File: src/rtl/pcpi_arbiter.sv
// PCPI arbiter: broadcasts a core PCPI request to NUM_CP coprocessors, locks onto the first claimant
// and returns its result as one registered pulse. Optional busy watchdog under PCPI_ARB_TIMEOUT_EN.
module pcpi_arbiter #(
   parameter int NUM_CP    = 2,
   parameter int OWNER_W   = 1,
   parameter int CLAIM_WIN = 15,
   parameter int MAX_BUSY  = 64
) (
   input  logic                  clk,
   input  logic                  resetn,
   input  logic                  pcpi_valid,
   input  logic [31:0]           pcpi_insn,
   input  logic [31:0]           pcpi_rs1,
   input  logic [31:0]           pcpi_rs2,
   output logic                  pcpi_wr,
   output logic [31:0]           pcpi_rd,
   output logic                  pcpi_wait,
   output logic                  pcpi_ready,
   output logic [NUM_CP-1:0]     cp_valid,
   output logic [31:0]           cp_insn,
   output logic [31:0]           cp_rs1,
   output logic [31:0]           cp_rs2,
   input  logic [NUM_CP-1:0]     cp_wr,
   input  logic [NUM_CP*32-1:0]  cp_rd,
   input  logic [NUM_CP-1:0]     cp_wait,
   input  logic [NUM_CP-1:0]     cp_ready,
   output logic                  busy,
   output logic [OWNER_W-1:0]    owner,
   output logic                  timeout_pulse
);

   localparam int CNT_MAX = (MAX_BUSY > CLAIM_WIN) ? MAX_BUSY : CLAIM_WIN;
   localparam int CNT_W   = $clog2(CNT_MAX + 1);

   typedef enum logic [2:0] {
      S_IDLE    = 3'd0,
      S_BCAST   = 3'd1,
      S_OWNED   = 3'd2,
      S_DONE    = 3'd3,
      S_NOCLAIM = 3'd4
   } state_e;

   state_e              state_q, state_d;
   logic [CNT_W-1:0]    cnt_q, cnt_d;
   logic [NUM_CP-1:0]   cp_valid_q, cp_valid_d;
   logic [31:0]         insn_q, insn_d, rs1_q, rs1_d, rs2_q, rs2_d;
   logic [OWNER_W-1:0]  owner_q, owner_d;
   logic                wait_q, wait_d, ready_q, ready_d, wr_q, wr_d, tmo_q, tmo_d;
   logic [31:0]         rd_q, rd_d;

   logic                claim_any_s, win_ready_s, win_wr_s, own_ready_s, own_wr_s;
   logic [OWNER_W-1:0]  win_idx_s;
   logic [31:0]         win_rd_s, own_rd_s;

   // Claim priority (descending scan so the lowest index wins) and owner result mux
   always_comb begin
      claim_any_s = 1'b0;
      win_idx_s   = '0;
      win_ready_s = 1'b0;
      win_wr_s    = 1'b0;
      win_rd_s    = 32'h0;
      own_ready_s = 1'b0;
      own_wr_s    = 1'b0;
      own_rd_s    = 32'h0;
      for (int i = NUM_CP - 1; i >= 0; i--) begin
         if (cp_wait[i] || cp_ready[i]) begin
            claim_any_s = 1'b1;
            win_idx_s   = OWNER_W'(i);
            win_ready_s = cp_ready[i];
            win_wr_s    = cp_wr[i];
            win_rd_s    = cp_rd[32*i +: 32];
         end else begin
            claim_any_s = claim_any_s;
         end
         if (OWNER_W'(i) == owner_q) begin
            own_ready_s = cp_ready[i];
            own_wr_s    = cp_wr[i];
            own_rd_s    = cp_rd[32*i +: 32];
         end else begin
            own_ready_s = own_ready_s;
         end
      end
   end

   // Next-state and registered-output logic
   always_comb begin
      state_d    = state_q;
      cnt_d      = cnt_q;
      cp_valid_d = cp_valid_q;
      insn_d     = insn_q;
      rs1_d      = rs1_q;
      rs2_d      = rs2_q;
      owner_d    = owner_q;
      wait_d     = wait_q;
      ready_d    = 1'b0;
      wr_d       = 1'b0;
      rd_d       = rd_q;
      tmo_d      = 1'b0;
      case (state_q)
         S_IDLE: begin
            if (pcpi_valid) begin
               insn_d     = pcpi_insn;
               rs1_d      = pcpi_rs1;
               rs2_d      = pcpi_rs2;
               cp_valid_d = '1;
               cnt_d      = '0;
               state_d    = S_BCAST;
            end else begin
               state_d = S_IDLE;
            end
         end
         S_BCAST: begin
            if (!pcpi_valid) begin
               cp_valid_d = '0;
               state_d    = S_IDLE;
            end else if (claim_any_s) begin
               owner_d = win_idx_s;
               cnt_d   = '0;
               if (win_ready_s) begin
                  ready_d    = 1'b1;
                  wr_d       = win_wr_s;
                  rd_d       = win_rd_s;
                  cp_valid_d = '0;
                  state_d    = S_DONE;
               end else begin
                  cp_valid_d = NUM_CP'(1) << win_idx_s;
                  wait_d     = 1'b1;
                  state_d    = S_OWNED;
               end
            end else if (cnt_q == CNT_W'(CLAIM_WIN - 1)) begin
               cp_valid_d = '0;
               state_d    = S_NOCLAIM;
            end else begin
               cnt_d = cnt_q + CNT_W'(1);
            end
         end
         S_OWNED: begin
            if (!pcpi_valid) begin
               cp_valid_d = '0;
               wait_d     = 1'b0;
               state_d    = S_IDLE;
            end else if (own_ready_s) begin
               ready_d    = 1'b1;
               wr_d       = own_wr_s;
               rd_d       = own_rd_s;
               wait_d     = 1'b0;
               cp_valid_d = '0;
               state_d    = S_DONE;
`ifdef PCPI_ARB_TIMEOUT_EN
            end else if (cnt_q == CNT_W'(MAX_BUSY - 1)) begin
               ready_d    = 1'b1;
               rd_d       = 32'h0;
               tmo_d      = 1'b1;
               wait_d     = 1'b0;
               cp_valid_d = '0;
               state_d    = S_DONE;
            end else begin
               cnt_d = cnt_q + CNT_W'(1);
            end
`else
            end else begin
               state_d = S_OWNED;
            end
`endif
         end
         S_DONE, S_NOCLAIM: begin
            if (!pcpi_valid) begin
               state_d = S_IDLE;
            end else begin
               state_d = state_q;
            end
         end
         default: begin
            cp_valid_d = '0;
            wait_d     = 1'b0;
            state_d    = S_IDLE;
         end
      endcase
   end

   // State and output registers
   always_ff @(posedge clk or negedge resetn) begin
      if (!resetn) begin
         state_q    <= S_IDLE;
         cnt_q      <= '0;
         cp_valid_q <= '0;
         insn_q     <= 32'h0;
         rs1_q      <= 32'h0;
         rs2_q      <= 32'h0;
         owner_q    <= '0;
         wait_q     <= 1'b0;
         ready_q    <= 1'b0;
         wr_q       <= 1'b0;
         rd_q       <= 32'h0;
         tmo_q      <= 1'b0;
      end else begin
         state_q    <= state_d;
         cnt_q      <= cnt_d;
         cp_valid_q <= cp_valid_d;
         insn_q     <= insn_d;
         rs1_q      <= rs1_d;
         rs2_q      <= rs2_d;
         owner_q    <= owner_d;
         wait_q     <= wait_d;
         ready_q    <= ready_d;
         wr_q       <= wr_d;
         rd_q       <= rd_d;
         tmo_q      <= tmo_d;
      end
   end

   assign cp_valid      = cp_valid_q;
   assign cp_insn       = insn_q;
   assign cp_rs1        = rs1_q;
   assign cp_rs2        = rs2_q;
   assign owner         = owner_q;
   assign pcpi_wait     = wait_q;
   assign pcpi_ready    = ready_q;
   assign pcpi_wr       = wr_q;
   assign pcpi_rd       = rd_q;
   assign busy          = (state_q != S_IDLE);
   assign timeout_pulse = tmo_q;

endmodule

File: config.mk
export PLATFORM = sky130hd
export DESIGN_NAME = pcpi_arbiter
export DESIGN_NICKNAME = d
export VERILOG_FILES = /design/src/rtl/pcpi_arbiter.sv
export SDC_FILE = /design/constraint.sdc
export NUM_CORES = 1
export LEC_CHECK = 0
export BUFFER_PORTS_ARGS = -buffer_cell sky130_fd_sc_hd__buf_2
export CAP_MARGIN = 30
export CORE_AREA = 2 2 118 120
export CTS_CLUSTER_SIZE = 14
export DETAILED_ROUTE_END_ITERATION = 10
export DIE_AREA = 0 0 120 122
export GPL_TIMING_DRIVEN = 0
export PLACE_DENSITY = 0.8
export SLEW_MARGIN = 20
export SYNTH_ARGS = -nofsm -noshare
export SYNTH_HDL_FRONTEND = slang
export SYNTH_SLANG_ARGS = --single-unit
File: constraint.sdc
create_clock -name clk -period 3.8 [get_ports clk]
set_clock_uncertainty 0.15 [all_clocks]
set_input_delay 0.57 -clock clk [delete_from_list [all_inputs] [get_ports clk]]
set_output_delay 0.57 -clock clk [all_outputs]
set_load 0.005 [all_outputs]
Word-level counts from Yosys, hierarchy flattened
Index checks and enable logic that the tools add are counted.
{"block": "classes", "shift": 1, "n_bitwise": 2, "n_eq_ne": 16, "n_reduce_logical": 15, "mux": 58, "add_sub_neg": 1}
{"op": "2-to-1 mux 32 bit", "count": 8}
{"op": "case mux 32 bit (2 select lines)", "count": 1}
{"op": "2-to-1 mux 7 bit", "count": 4}
{"op": "2-to-1 mux 1 bit", "count": 27}
{"op": "2-to-1 mux 2 bit", "count": 8}
{"op": "!= test 2 bit, second input constant", "count": 8}
{"op": "case mux 7 bit (2 select lines)", "count": 1}
{"op": "2-to-1 mux 3 bit", "count": 4}
{"op": "case mux 3 bit (4 select lines)", "count": 1}
{"op": "case mux 2 bit (4 select lines)", "count": 1}
{"op": "AND reduction 4 bit", "count": 2}
{"op": "adder 7 x 1 -> 7 bit, second input constant", "count": 1}
{"op": "== test 7 x 4 -> 1 bit, second input constant", "count": 1}
{"op": "== test 3 x 2 -> 1 bit, second input constant", "count": 2}
{"op": "!= test 3 bit, second input constant", "count": 2}
{"op": "AND reduction 6 bit", "count": 1}
{"op": "AND reduction 5 bit", "count": 1}
{"op": "!= test 4 bit, second input constant", "count": 1}
{"op": "case mux 1 bit (2 select lines)", "count": 2}
{"op": "AND reduction 2 bit", "count": 2}
{"op": "nonzero test 2 bit", "count": 2}
{"op": "== test 3 x 1 -> 1 bit, second input constant", "count": 1}
{"op": "== test 3 bit, second input constant", "count": 1}
{"op": "zero test 3 bit", "count": 1}
{"op": "8 further kinds", "count": 10}
{"block": "word_totals", "out_inout_bits": 136, "register_bits": 144, "inputBits": 169, "elab_cells": 104}

Longest topological paths before layout
Gate-level depths: netlist (run 1).
{"block": "depth", "word_depth": 8, "depth_mapped": 6, "mapped_depth_nobuf": 6}

Worst setup path after synthesis (run 1)
Ideal clock, no wire load.
{"block": "synth_path", "path_kind": "input port to flip-flop", "from": "input port cp_ready[1]", "to": "register rd_q[10], in the netlist pcpi_rd[10]", "path_buffers": 2, "arrival_time_ns": 1.964, "setup_ns": 0.125, "path_slack_ns": 1.562, "t_required_ns": 3.525, "cell_stages": 6, "cell_sequence": "clkbuf_1 nor2b_1 nand2_1 a221oi_4 buf_6 mux2_2"}
{"block": "synth_between", "elab_chain_len": 7}
{"element": "start: declaration", "line": "26", "source": "input logic [NUM_CP-1:0] cp_ready,"}
{"element": "logical OR 1 bit", "line": "66", "source": "if (cp_wait[i] || cp_ready[i]) begin"}
{"element": "2-to-1 mux 32 bit (2 in series)", "line": "66"}
{"element": "2-to-1 mux 32 bit", "line": "119", "source": "if (win_ready_s) begin"}
{"element": "2-to-1 mux 32 bit", "line": "116", "source": "end else if (claim_any_s) begin"}
{"element": "2-to-1 mux 32 bit", "line": "113", "source": "if (!pcpi_valid) begin"}
{"element": "case mux 32 bit (2 select lines)", "line": "99", "source": "case (state_q)"}
{"element": "end signal: assignment", "line": "207", "source": "rd_q <= rd_d;"}
{"element": "end: declaration", "line": "49", "source": "logic [31:0] rd_q, rd_d;"}
Parallel ways exist; a longest one is shown, timed or not. The select of a mux whose other input is x is not followed.
A chain may end at the register's enable or synchronous reset.

Worst setup path in the final report (run 1)
{"block": "layout_path", "from": "register state_q[2]", "to": "register rs1_q[30], in the netlist cp_rs1[30]"}
{"block": "layout_between", "elab_chain_len": 2}
{"element": "start: declaration", "line": "43", "source": "state_e state_q, state_d;"}
{"element": "start signal: assignment", "line": "197", "source": "state_q <= state_d;"}
{"element": "zero test 3 bit", "line": "99"}
{"element": "AND reduction 2 bit (no line)"}
{"element": "end signal: assignment", "line": "201", "source": "rs1_q <= rs1_d;"}
{"element": "end: declaration", "line": "46", "source": "logic [31:0] insn_q, insn_d, rs1_q, rs1_d, rs2_q, rs2_d;"}
Every way passes these cells.

==> results of run 1 <==
how the worst min path moves through the flow:
stage,depth (start not counted),end,from
detailed placement,1,pcpi_rd[4]$_DFFE_PN0P_,pcpi_rd[4]$_DFFE_PN0P_
global placement,1,pcpi_rd[25]$_DFFE_PN0P_,pcpi_rd[25]$_DFFE_PN0P_
floorplan,0,cnt_q[0]$_DFFE_PN0P_,resetn
global route,2,cp_rs2[15]$_DFFE_PN0N_,pcpi_rs2[15]
finish,2,cp_rs2[14]$_DFFE_PN0N_,pcpi_rs2[14]
CTS,2,cp_rs2[14]$_DFFE_PN0N_,pcpi_rs2[14]
logic make-up (layout without fill, tap and decap cells):
group / Yosys count / count (layout) / share of synthesized area
compound gates: 67 / 67 / 0.0905
fa+ha+maj: 2 / 2 / 0.00407
buf+inv: 30 / 366 / 0.0279
flops: 144 / 144 / 0.587
mux: 133 / 133 / 0.243
other cells: 1 / 2 / 0.000611
simple gates: 47 / 47 / 0.0471
routing by layer:
| metal | vias up | track usage | routed length, um |
|---|---|---|---|
| li1 | 2214 | - | - |
| met1 | 2343 | 0.245 | 6220 |
| met2 | 242 | 0.383 | 8210 |
| met3 | 34 | 0.0599 | 1200 |
| met4 | 0 | 0.0941 | 459 |
| met5 | - | 0 | 0 |
through the flow:
| step | total power [mW] | std cells |
|---|---|---|
| 2_1_floorplan | 2.78 | 424 |
| 3_3_place_gp | 3.42 | 906 |
| 3_5_place_dp | 3.49 | 907 |
| 4_1_cts | 5.14 | 940 |
| 5_1_grt | 5.38 | 940 |
| 6_report | 5.09 | 941 |
critical path: stages, from the launching register on:
cell and delay, ps:
dfrtp_1 380, buf_2 180, or3b_4 450, nor2_2 320
buf_4 260, buf_4 210, mux2_2 360
Yosys cell counts (2+ instances only):
cell,n,area share
o21ai_0,6,0.0049
a21oi_1,6,0.0049
buf_4,6,0.0073
o31ai_1,2,0.0024
mux2_2,118,0.22
dfrtp_1,144,0.59
or4_1,2,0.0024
clkbuf_1,6,0.0037
nand2b_1,5,0.0051
mux2_1,12,0.022
ha_1,2,0.0041
and3_1,2,0.0020
o22a_1,4,0.0057
a22o_1,32,0.046
nor3b_1,3,0.0037
buf_6,3,0.0055
nor2b_1,3,0.0031
mux2i_1,3,0.0049
buf_2,11,0.0090
or3_1,2,0.0020
nand3_1,5,0.0041
a21o_1,2,0.0024
inv_1,4,0.0024
nand2_1,7,0.0043
nor2_1,8,0.0049
what timing repair did:
item                                   4_1_cts  5_1_grt
buffers inserted                             0        0
endpoints found under the hold margin       64        0
hold buffers                                 1        0
sequential cells by signal, summed over array words and instances, names as in the netlist, 2 cells and up:
register  cells
cp_valid      2
state_q       3
pcpi_rd      32
cp_rs1       32
cnt_q         7
cp_insn      32
cp_rs2       32
power by group:
part	internal (mW)	leakage [nW]	total, mW	switching, mW
Combinational	0.741	2.17	1.28	0.540
Clock	1.00	0.275	1.64	0.632
Sequential	1.95	1.72	2.17	0.221
cell type report:
class                           instances  area [sq um]
Antenna cell                            1          2.50
Buffer                                 26           156
Multi-Input combinational cell        250          2370
Inverter                                4          15.0
Clock buffer                           20           457
Sequential cell                       144          3600
Clock inverter                         12           134
Fill cell                            1049          4980
Tap cell                              180           225
Timing Repair Buffer                  304          1560
==> flow_summary.json, run 1 <==
{
  "synthFlopType": "dfrtp_1",
  "fin_util": 0.631,
  "final_area_sq_um": 8520,
  "cp.required_ps": 3940,
  "num_vias": 4833,
  "firstDrtPassIters": 4,
  "hold_slack_ps": 243,
  "grt_pass1_vias": 4987,
  "cts.sinks": 144,
  "placed_cell_area_sq_um": 7920,
  "grt_max_degree": 81,
  "setup_tns_ps": 0,
  "ys_seq_elements": 144,
  "dpl.hpwl_um": 12400,
  "peakVddDrop_mv": 0.388,
  "ant_nets": 0,
  "start_util": 0.455,
  "cts_htree_levels": 4,
  "grt_usage": 0.217,
  "overflow": 0,
  "most-common-layout-cells": "buf_2, dfrtp_1, mux2_2, a22o_1, clkbuf_16",
  "die_w_um": 120,
  "grt_pass1_wl_um": 24700,
  "antenna_found_initial": 1,
  "min_period_over_period": 0.637,
  "status": "finished, final reports clean",
  "synthCells": 424,
  "initialDrtViolationCount": 257,
  "io_pins": 305,
  "max-slew-margin-rel": 0.535,
  "syn-num-nets": 595,
  "fin_nets": 918,
  "fin_ws_ps": 1380,
  "cts_tree": "yes",
  "via_per_inst": 5.14,
  "power.density_nw_per_um2": 597,
  "ys_warn_count": 0,
  "setup_viol": 0,
  "post-route-drc-count": 0,
  "min_path_type": "in2reg",
  "async_flop_share": 1.00,
  "period_minus_slack_ps": 2420,
  "final_common_cell": "buf_2",
  "clk_pin_slew_ps": 60,
  "row_count": 43,
  "avgRoutedWirePerCell_um": 17.1,
  "dieArea_sq_um": 14600,
  "arrival_ps": 2560,
  "drive_above_1_share": 0.634,
  "p_leak_nw": 4.17,
  "clk_path_buf_depth": 2,
  "clkLatencyLatePin_ps": 400,
  "synth-edff-count": 0,
  "critical_path_class": "reg2reg",
  "r2r-end": "cp_rs1[30]$_DFFE_PN0N_",
  "end_kind": "flop",
  "routed_wirelength_um": 16100,
  "rr_worst_depth": 6,
  "place_congestion": 0.881,
  "startpoint": "state_q[2]$_DFFE_PN0P_",
  "dp_slack_ps": 1130,
  "rr_startpoint": "state_q[2]$_DFFE_PN0P_",
  "place.port_buffers": 302,
  "cts_made_buffers": 17,
  "worstSetupEndpoint": "cp_rs1[30]$_DFFE_PN0N_",
  "crit_path_max_fanout": 10,
  "drv_cap": 0,
  "syn_to_final_growth_pct": 38.7,
  "synth_cell_types": 51,
  "tightest_slew_ps": 690,
  "hold_viol": 0,
  "core_sq_um": 13500,
  "start_kind": "flop",
  "fp.dieH_um": 122,
  "rsz0062_at_grt": "no",
  "rrSetupSlack_ps": 1380,
  "synth_seq_area_share": 0.587,
  "fmax_mhz": 413,
  "ctsResizeCount": 0,
  "synth_area_sq_um": 6140,
  "clockRootBuffer": "clkbuf_16",
  "drv_slew": 0,
  "avgSynthCellArea_sq_um": 14.5
}
Power figures use the tool's default switching activity.
==> run 2: changes to the inputs <==
--- a/config.mk
+++ b/config.mk
@@ -5,14 +5,15 @@
 export SDC_FILE = /design/constraint.sdc
 export NUM_CORES = 1
 export LEC_CHECK = 0
+export ABC_AREA = 1
 export BUFFER_PORTS_ARGS = -buffer_cell sky130_fd_sc_hd__buf_2
 export CAP_MARGIN = 30
-export CORE_AREA = 2 2 118 120
+export CORE_MARGIN = 2
+export CORE_UTILIZATION = 48
 export CTS_CLUSTER_SIZE = 14
 export DETAILED_ROUTE_END_ITERATION = 10
-export DIE_AREA = 0 0 120 122
 export GPL_TIMING_DRIVEN = 0
-export PLACE_DENSITY = 0.8
+export PLACE_DENSITY = 0.81
 export SLEW_MARGIN = 20
 export SYNTH_ARGS = -nofsm -noshare
 export SYNTH_HDL_FRONTEND = slang
==> constraint.sdc (replaced) <==
create_clock -name clk -period 2.5 [get_ports clk]
set_clock_uncertainty 0.15 [all_clocks]
set_input_delay 0.375 -clock clk [delete_from_list [all_inputs] [get_ports clk]]
set_output_delay 0.375 -clock clk [all_outputs]
set_load 0.005 [all_outputs]
==> flow_summary.json, run 2 <==
{
  "routed_wirelength_um": 25600,
  "cts_made_buffers": 17,
  "place.port_buffers": 302,
  "place_congestion": 0.869,
  "rrSetupSlack_ps": 510,
  "cts_htree_levels": 4,
  "synthFlopType": "dfrtp_1",
  "rr_startpoint": "state_q[0]$_DFFE_PN0P_",
  "max-slew-margin-rel": 0.565,
  "min_path_type": "in2reg",
  "synth_area_sq_um": 6990,
  "cts_tree": "yes",
  "dieArea_sq_um": 15600,
  "min_from": "pcpi_rs1[24]",
  "grt_max_degree": 95,
  "num-fill-cells": 1081,
  "post-cts-setup-buffers": 0,
  "fin_nets": 1478,
  "syn_to_final_growth_pct": 43.4,
  "hold_viol": 0,
  "status": "finished, final reports clean",
  "tightest_slew_ps": 653,
  "fp.dieH_um": 125,
  "end_kind": "flop",
  "placed_cell_area_sq_um": 8770,
  "grt_usage": 0.331,
  "clk_path_buf_depth": 2,
  "final_common_cell": "nand2_1",
  "rsz0062_at_grt": "no",
  "cts.sinks": 144,
  "dpl.hpwl_um": 16000,
  "synth-edff-count": 0,
  "overflow": 0,
  "clockRootBuffer": "clkbuf_16",
  "peakVddDrop_mv": 0.652,
  "ys_seq_elements": 144,
  "num_vias": 8001,
  "seqCellArea_sq_um": 3600,
  "drv_cap": 0,
  "period_minus_slack_ps": 1990,
  "yosys-top-cells-count": "nand2_1, dfrtp_1, nand3_1",
  "synth_seq_area_share": 0.515,
  "ant_nets": 0,
  "clk_pin_slew_ps": 60,
  "ys_warn_count": 0,
  "start_kind": "flop",
  "setup_viol": 0,
  "worstHoldEndpoint": "cp_rs1[24]$_DFFE_PN0N_",
  "most-common-layout-cells": "nand2_1, buf_2, dfrtp_1, nand3_1, dlygate4sd3_1",
  "synth_cell_types": 29,
  "cp.required_ps": 2710,
  "async_flop_share": 1.00,
  "fin_util": 0.698,
  "multi_input_area_sq_um": 2970,
  "power.density_nw_per_um2": 1120,
  "row_count": 44,
  "avgSynthCellArea_sq_um": 7.62,
  "synthCells": 918,
  "final_area_sq_um": 10000,
  "power.total_mw": 11.2,
  "crit_path_max_fanout": 10,
  "initialDrtViolationCount": 596,
  "holdPathStages": 3,
  "grt_pass1_wl_um": 41200,
  "syn-num-nets": 1089,
  "drv_slew": 0,
  "clkLatencyLatePin_ps": 420,
  "critical_path_class": "reg2reg",
  "netlist_top_cells_area": "dfrtp_1, nand2_1, nand3_1",
  "start_util": 0.487,
  "arrival_ps": 2190,
  "via_per_inst": 5.31,
  "synth_top_area_cell": "dfrtp_1",
  "synth_top_area_share": 0.515,
  "fmax_mhz": 503,
  "r2r-end": "cp_insn[29]$_DFFE_PN0N_",
  "io_pins": 305,
  "antenna_found_initial": 3,
  "drive_above_1_share": 0.312,
  "post-route-drc-count": 0,
  "rr_worst_depth": 7,
  "min_period_over_period": 0.795,
  "die_w_um": 125,
  "grt_pass1_vias": 8069,
  "synth_most_common_cell": "nand2_1",
  "avgRoutedWirePerCell_um": 17.0,
  "core_sq_um": 14400,
  "p_leak_nw": 5.71,
  "firstDrtPassIters": 5
}
-- run 2: cell count changes after synthesis, moves of 15 or more --
cell     previous run  this run
a22o_1             32         0
mux2_2            118         0
nand2_2             0        23
nand3_1             5       116
inv_1               4        19
nand2_1             7       512
-- run 2: how the worst max path moves through the flow --
| stage | startpoint | to | depth (start not counted) |
|---|---|---|---|
| global placement | resetn | cp_insn[16]$_DFFE_PN0N_ | 1 |
| finish | state_q[0]$_DFFE_PN0P_ | cp_insn[29]$_DFFE_PN0N_ | 7 |
| detailed placement | state_q[0]$_DFFE_PN0P_ | state_q[0]$_DFFE_PN0P_ | 6 |
| floorplan | state_q[2]$_DFFE_PN0P_ | pcpi_rd[10]$_DFFE_PN0P_ | 10 |
| global route | state_q[0]$_DFFE_PN0P_ | cp_insn[29]$_DFFE_PN0N_ | 7 |
| CTS | state_q[0]$_DFFE_PN0P_ | busy | 5 |
-- run 2: routing by layer --
layer	routed length, um	track usage	up-vias
met2	12400	0.555	512
met3	2540	0.0919	123
li1	-	-	3631
met5	0	0	-
met4	1430	0.188	0
met1	9210	0.382	3735
-- run 2: worst max-delay path: stages, from the launching register on --
cell and delay, ps:
dfrtp_1 490, inv_1 120, nand2_2 130, nor2_4 50, nand2_4 140, clkbuf_1 530, nand2_1 200, nand2_1 110
-- run 2: area by class of cell --
class                      count  share of cell area
buffer                        49              0.0324
multi-input combinational    700               0.296
timing repair buffer         370               0.221
clock inverter                 8             0.00786
clock buffer                  23              0.0497
tap                          184              0.0230
inverter                      25             0.00961
antenna                        4            0.000998
sequential                   144               0.359
-- run 2: cell families (layout without fill, tap and decap cells) --
family,count (synthesis),count (layout),synth area share
buffers and inverters,74,475,0.0603
adders and majority gates,2,2,0.00358
other,1,5,0.000536
and+or+nand+nor,681,681,0.407
AOI/OAI and AO/OA,16,16,0.0131
DFF,144,144,0.515
-- run 2: where the power goes --
group,internal [mW],switching (mW),total [mW],leakage [nW]
combinational,1.87,2.81,4.68,3.62
sequential,3.38,0.674,4.05,1.80
clock,1.50,1.01,2.51,0.285
total,6.75,4.50,11.2,5.71
-- run 2: repair_timing --
action,CTS,global route
hold buffers,67,0
gates resized for setup,0,0
hold endpoints to repair,116,0
-- run 2: per-stage QoR --
step	std cells	TNS, ps	setup WS [ps]	hold slack, ps
2_1_floorplan	918	0	931	-70.6
3_3_place_gp	1404	-167630	-1180	302
3_5_place_dp	1405	0	630	164
4_1_cts	1503	0	504	0.832
5_1_grt	1507	0	358	12.7
6_report	1507	0	512	1.28
